===== src/rtl/instr_fetch_stage.sv =====
// instr_fetch_stage: PC owner, ROM address driver and 2-entry fetch buffer
// feeding decode over a valid/ready handshake. Execute redirects flush the
// buffer and restart fetch at the target.
// Optional build macro: FETCH_FAULT_EN adds a PC alignment/ROM bound check
// that stops fetch in a FAULT state until the next redirect or reset.
module instr_fetch_stage #(
    parameter logic [31:0] RESET_PC  = 32'h0000_0000,
    parameter int          ROM_WORDS = 62,
    parameter int          BUF_DEPTH = 2
) (
    input  logic        clk,
    input  logic        reset_n,
    output logic [31:0] rom_addr,
    input  logic [31:0] rom_data,
    input  logic        redirect_valid,
    input  logic [31:0] redirect_pc,
    output logic        out_valid,
    input  logic        out_ready,
    output logic [31:0] out_instr,
    output logic [31:0] out_pc,
    output logic [31:0] out_pc_plus4,
    output logic        fetch_fault
);

    typedef enum logic {ST_RUN = 1'b0, ST_FAULT = 1'b1} state_t;

    // The buffer logic below is written for exactly two entries.
    if (BUF_DEPTH != 2 || ROM_WORDS < 1) begin : g_param_check
        $error("instr_fetch_stage: BUF_DEPTH must be 2 and ROM_WORDS >= 1");
    end

    state_t      r_state;
    state_t      w_state_next;
    logic [31:0] r_pc;
    logic [1:0]  r_count;
    logic        r_rd_ptr;
    logic        r_wr_ptr;
    logic [31:0] r_buf_instr [2];
    logic [31:0] r_buf_pc    [2];

    logic        w_out_valid;
    logic        w_pop;
    logic        w_push;
    logic        w_pc_ok;
    logic [31:0] w_redirect_target;

`ifdef FETCH_FAULT_EN
    // Fetch only from aligned addresses that index a populated ROM word.
    assign w_pc_ok           = (r_pc[1:0] == 2'b00) &&
                               ({2'b00, r_pc[31:2]} < 32'(ROM_WORDS));
    // The target is taken as-is so a misaligned redirect can be reported.
    assign w_redirect_target = redirect_pc;
    assign fetch_fault       = (r_state == ST_FAULT);
`else
    assign w_pc_ok           = 1'b1;
    assign w_redirect_target = {redirect_pc[31:2], 2'b00};
    assign fetch_fault       = 1'b0;
`endif

    assign w_out_valid = (r_count != 2'd0);
    // A redirect squashes whatever decode accepts in the same cycle.
    assign w_pop       = w_out_valid && out_ready && !redirect_valid;
    assign w_push      = (r_state == ST_RUN) && !redirect_valid && w_pc_ok &&
                         ((r_count < 2'd2) || w_pop);

    // Next-state logic: redirect always returns to RUN; a bad PC stops fetch.
    always_comb begin
        w_state_next = r_state;
        if (redirect_valid) begin
            w_state_next = ST_RUN;
        end else if (r_state == ST_RUN && !w_pc_ok) begin
            w_state_next = ST_FAULT;
        end
    end

    // State register.
    always_ff @(posedge clk or negedge reset_n) begin
        if (!reset_n) begin
            r_state <= ST_RUN;
        end else begin
            r_state <= w_state_next;
        end
    end

    // PC, occupancy and pointers; redirect overrides push and pop.
    always_ff @(posedge clk or negedge reset_n) begin
        if (!reset_n) begin
            r_pc     <= RESET_PC;
            r_count  <= 2'd0;
            r_rd_ptr <= 1'b0;
            r_wr_ptr <= 1'b0;
        end else if (redirect_valid) begin
            r_pc     <= w_redirect_target;
            r_count  <= 2'd0;
            r_rd_ptr <= 1'b0;
            r_wr_ptr <= 1'b0;
        end else begin
            if (w_push) begin
                r_pc     <= r_pc + 32'd4;
                r_wr_ptr <= ~r_wr_ptr;
            end
            if (w_pop) begin
                r_rd_ptr <= ~r_rd_ptr;
            end
            if (w_push && !w_pop) begin
                r_count <= r_count + 2'd1;
            end else if (w_pop && !w_push) begin
                r_count <= r_count - 2'd1;
            end
        end
    end

    // One storage slot per buffer entry, written when it is the push target.
    for (genvar gi = 0; gi < 2; gi++) begin : g_entry
        // Capture the ROM word and its PC on push into this slot.
        always_ff @(posedge clk or negedge reset_n) begin
            if (!reset_n) begin
                r_buf_instr[gi] <= 32'd0;
                r_buf_pc[gi]    <= 32'd0;
            end else if (w_push && (r_wr_ptr == 1'(gi))) begin
                r_buf_instr[gi] <= rom_data;
                r_buf_pc[gi]    <= r_pc;
            end
        end
    end

    assign rom_addr     = r_pc;
    assign out_valid    = w_out_valid;
    // Head fields read as zero whenever the buffer is empty.
    assign out_instr    = w_out_valid ? r_buf_instr[r_rd_ptr] : 32'd0;
    assign out_pc       = w_out_valid ? r_buf_pc[r_rd_ptr]    : 32'd0;
    assign out_pc_plus4 = w_out_valid ? (r_buf_pc[r_rd_ptr] + 32'd4) : 32'd0;

endmodule


===== config.mk =====
export PLATFORM = sky130hd
export DESIGN_NAME = instr_fetch_stage
export DESIGN_NICKNAME = d
export VERILOG_FILES = /design/src/rtl/instr_fetch_stage.sv
export SDC_FILE = /design/constraint.sdc
export NUM_CORES = 1
export LEC_CHECK = 0
export CAP_MARGIN = 20
export CORE_MARGIN = 8
export CORE_UTILIZATION = 35
export DETAILED_ROUTE_END_ITERATION = 6
export GPL_TIMING_DRIVEN = 0
export PLACE_DENSITY_LB_ADDON = 0.15
export SYNTH_ARGS = -nofsm -noshare
export SYNTH_HDL_FRONTEND = slang
export SYNTH_SLANG_ARGS = --single-unit
export TNS_END_PERCENT = 20

===== constraint.sdc =====
create_clock -name clk -period 3.7 [get_ports clk]
set_clock_uncertainty 0.15 [all_clocks]
set_input_delay 0.925 -clock clk [delete_from_list [all_inputs] [get_ports clk]]
set_output_delay 0.925 -clock clk [all_outputs]
set_load 0.05 [all_outputs]

* Word-level counts from Yosys, hierarchy flattened
Cells that the tools add are included.
Operators by class: muxes and demuxes 18, reductions and logical operators 15, bitwise operators 3, $add $sub $neg 4, $lt $le $gt $ge 2
Operators with widths (count):
- two-way mux 32 bit | 11
- adder 32 x 3 -> 32 bit (second input constant) | 2
- logical AND 1 bit | 7
- two-way mux 2 bit | 3
- nonzero test 2 bit | 3
- two-way mux 1 bit | 4
- logical NOT 1 bit | 3
- nonzero test 3 bit | 1
- adder 2 x 1 -> 2 bit (second input constant) | 1
- greater-or-equal comparator 2 bit (second input constant) | 1
- less-than comparator 2 bit (second input constant) | 1
- inverter 1 bit | 2
- inverter 1 -> 2 bit | 1
- subtractor 2 x 1 -> 2 bit (second input constant) | 1
- logical OR 1 bit | 1
Word-level totals: logic and storage cells 50, input port bits 68, register bits after elaboration 164, output and inout bits 130

* Logic depth before layout (Yosys ltp)
word-level depth 10, depth in mapped cells 11, depth with buffers taken out 7

* Worst setup path after synthesis
OpenSTA, ideal clock, no wires.
path type register to output, start register r_rd_ptr, end output out_pc_plus4[28], arrival time 3.537 ns, required time 2.625 ns, cell stages (with the launch flop) 10, path buffers 3, setup slack -0.912 ns, cell sequence dfrtp_1 -> buf_4 -> buf_6 -> buf_6 -> mux2_2 -> ha_1 -> inv_1 -> a211oi_2 -> nand4_4 -> o41ai_1
Between the ends: longest elaborated chain between the ends 6
Ends and longest elaborated chain:
- from (decl) | line 36 | logic r_rd_ptr;
- from (signal assigned) | line 103 | r_rd_ptr <= ~r_rd_ptr;
- inverter 1 -> 2 bit (not written as such) | line 132 | assign out_pc_plus4 = w_out_valid ? (r_buf_pc[r_rd_ptr] + 32'd4) : 32'd0;
- two-way mux 32 bit (not written as such) (3 in a row) | line 132
- adder 32 x 3 -> 32 bit | line 132
- two-way mux 32 bit | line 132
- to (decl) | line 21 | output logic [31:0] out_pc_plus4,
Every way passes these cells. The select of a mux whose other input is x is not followed.

* Worst setup path after layout
Same ends and word-level chain as after synthesis.

==> results.json <==
{
  "status": "finished, violations left",
  "violations": "setup timing",
  "synth_top_area_share_pct": 46.7,
  "p_sw_w": 0.00275,
  "clkLatencyLatePin_ns": 0.43,
  "cts_sinks": 158,
  "dpl.hpwl_um": 19100,
  "p_per_area_mw_per_mm2": 566,
  "fin_area_mm2": 0.0119,
  "clkPwrFrac_pct": 25.6,
  "seq_area_frac_synth_pct": 46.7,
  "setup-violations-final": 16,
  "max_freq_ghz": 0.254,
  "synthArstFlopShare_pct": 100,
  "die_w_um": 171,
  "rows": 57,
  "grt_max_degree": 93,
  "grt_pass1_wl_um": 40300,
  "power.internal_w": 0.00402,
  "syn_avg_cell_area_um2": 11.2,
  "max_slew_margin_pct": 43.8,
  "insertedDiodeCount": 0,
  "core_mm2": 0.0240,
  "cts_made_buffers": 17,
  "crit_type": "reg -> out",
  "critical_path.most_common_cell": "buf_12",
  "finalWirelength_um": 26600,
  "power.share.sequential_pct": 35.9,
  "cp_data_required_time_ns": 2.62,
  "stdcell_count": 1343,
  "maxCapViolCount": 0,
  "cp-start-kind": "flop",
  "rsz0062_at_grt": "yes",
  "dp_cells": 1273,
  "hold_violations": 0,
  "drc": 0,
  "switching_share_pct": 40.6,
  "cts_tree": "built",
  "cts_hold_buf": 0,
  "peakVddDrop_mv": 0.284,
  "cp-end-kind": "output port",
  "path_cells": "buf_12, buf_12, buf_12, mux2_4, ha_4, inv_2, a211oi_4, buf_6, nand4_4, buf_12, o31ai_4, o41ai_4, buf_6",
  "drive_above_1_share_pct": 19.3,
  "grt_usage_pct": 17.9,
  "synth_area_mm2": 0.00846,
  "place.gp.congestion": 0.801,
  "final.min_clock_period_ns": 3.93,
  "worst_slack_ns": -0.229,
  "synth_top_cell_by_area": "dfrtp_1",
  "firstDrtPassIters": 4,
  "combPwrFrac_pct": 38.5,
  "cts_buffer_depth": 2,
  "yosys_register_bits": 158,
  "whs_ns": 0.264,
  "cts-htree-levels": 4,
  "dieHeight_um": 171,
  "initial_core_util_pct": 35.2,
  "ios": 198,
  "dieArea_mm2": 0.0294,
  "clkTransAtPathRegs_ns": 0.07,
  "synth_edf_count": 0,
  "worst_slew_pin_slew_ns": 0.844,
  "drtIter0Drc": 413,
  "grt.overflow.total": 0,
  "synthFlopType": "dfrtp_1",
  "clock-root-buffer": "clkbuf_16",
  "setup_tns_ns": -1.73,
  "finalMaxSlewViolations": 0,
  "yosys-top-cells-area": "dfrtp_1, mux2_1, mux2i_1, nor2_1, xor2_1",
  "io_buffers": 187,
  "antenna_found_initial": 1,
  "yosysMostFrequentCell": "dfrtp_1",
  "yosys-top-cells-count": "dfrtp_1, mux2_1, nor2_1",
  "num_vias": 6668,
  "max_stage_delay_ns": 0.45,
  "area_delta_synth_final_pct": 41.2,
  "first_global_vias": 6909,
  "wl_per_cell_um": 19.8,
  "ant_nets": 0,
  "slowest_stage": "dfrtp_2",
  "p_leak_nw": 5.23,
  "num-nets-final": 1076,
  "hp-class": "in -> async",
  "dpl_worst_slack_ns": -1.20,
  "ys_types": 59,
  "drt-vias-per-instance": 4.97,
  "cp.arrival_ns": 2.85,
  "postPlaceCellArea_mm2": 0.0108,
  "cp_max_fo": 5,
  "synth_cells": 755,
  "yosysWarnings": 0,
  "period_share_pct": 106
}
-- power groups by stage --
stage | Sequential, W | Combinational [W] | Clock (W)
after global placement | 0.00244 | 0.00255 | 0
after detailed placement | 0.00244 | 0.00257 | 0
after global routing | 0.00248 | 0.00278 | 0.00184
after floorplan | 0.00247 | 0.00163 | 0
final | 0.00243 | 0.00261 | 0.00173
after CTS | 0.00241 | 0.00256 | 0.00178
-- registers in the layout (all words and copies together), names as in the netlist --
| register | cells |
|---|---|
| r_count | 2 |
| r_buf_instr | 64 |
| r_buf_pc | 60 |
| rom_addr | 30 |
| r_wr_ptr | 1 |
| r_rd_ptr | 1 |
-- layout make-up --
| cell class | instances | area (um2) |
|---|---|---|
| Clock inverter | 13 | 130 |
| Buffer | 50 | 313 |
| Inverter | 5 | 18.8 |
| Sequential cell | 158 | 3960 |
| Tap cell | 324 | 405 |
| Timing Repair Buffer | 228 | 2190 |
| Clock buffer | 19 | 443 |
| Fill cell | 2303 | 12100 |
| Multi-Input combinational cell | 546 | 4490 |
-- layer usage --
metal | part of all wire (%) | global-route usage, % | up-vias
li1 | - | - | 3164
met1 | 45 | 23.0 | 3271
met2 | 46 | 28.6 | 193
met3 | 7.7 | 5.28 | 38
met4 | 2.0 | 5.78 | 2
met5 | 0.049 | 0 | -
-- timing repair --
action,in CTS,in global routing
gates resized for setup,245,57
cloned,1,0
pin swaps,12,13
endpoints found under the setup margin,92,62
buffers inserted,13,25
-- path summary, 6_finish.rpt --
kind	startpoint	end	slack [ns]	cells after the start
worst max register to register	r_count[1]	r_buf_pc[37]	1.34	6
max in group asynchronous	reset_n	r_buf_instr[43]	2.29	2
worst min register to register	r_buf_instr[59]	r_buf_instr[59]	0.33	1
min in group clk	r_buf_instr[59]	r_buf_instr[59]	0.33	1
worst min-delay path	reset_n	rom_addr[15]	0.26	1
worst max-delay path	r_rd_ptr	out_pc_plus4[28]	-0.23	13
-- layout by cell type (no fill, tap or decap), types with 8 or more instances in the layout --
master           count
buf_2               29
dfrtp_1            157
nand4_1             15
clkdlybuf4s50_1    103
a21oi_1              8
clkbuf_16           18
nand3_1             26
nor2_1              81
dlygate4sd2_1       53
xor2_1              26
nand2_1             56
mux2_1             125
buf_4               45
xnor2_1             18
o21ai_1             26
buf_6               18
mux2i_1             56
-- metrics by stage --
step	util, %	power (W)
CTS	48.4	0.00675
floorplan	-	0.00410
global route	49.7	0.00711
detailed placement	45.1	0.00501
finish	49.7	0.00677
global placement	45.0	0.00499
-- critical path: cells and delay by family, from the launching register on --
family / cells / cell delay (ns)
buffers and inverters: 7 / 0.95
adder cells (fa/ha/maj): 1 / 0.13
AND/OR/NAND/NOR: 1 / 0.11
flip-flops: 1 / 0.45
multiplexers: 1 / 0.21
AO/OA/AOI/OAI: 3 / 0.57
-- kinds of logic (layout without fill, tap and decap cells) --
logic type,Yosys count,after routing,synth area share [%]
and+or+nand+nor,227,227,13.9
muxes,190,190,24.5
DFF,158,158,46.7
AOI/OAI and AO/OA,76,76,6.49
buffers and inverters,57,315,3.55
xor gates and xnor gates,44,44,4.55
adders and majority gates,2,2,0.296
other,1,7,0.0443
Note: power is estimated with default switching activity, not from simulation.
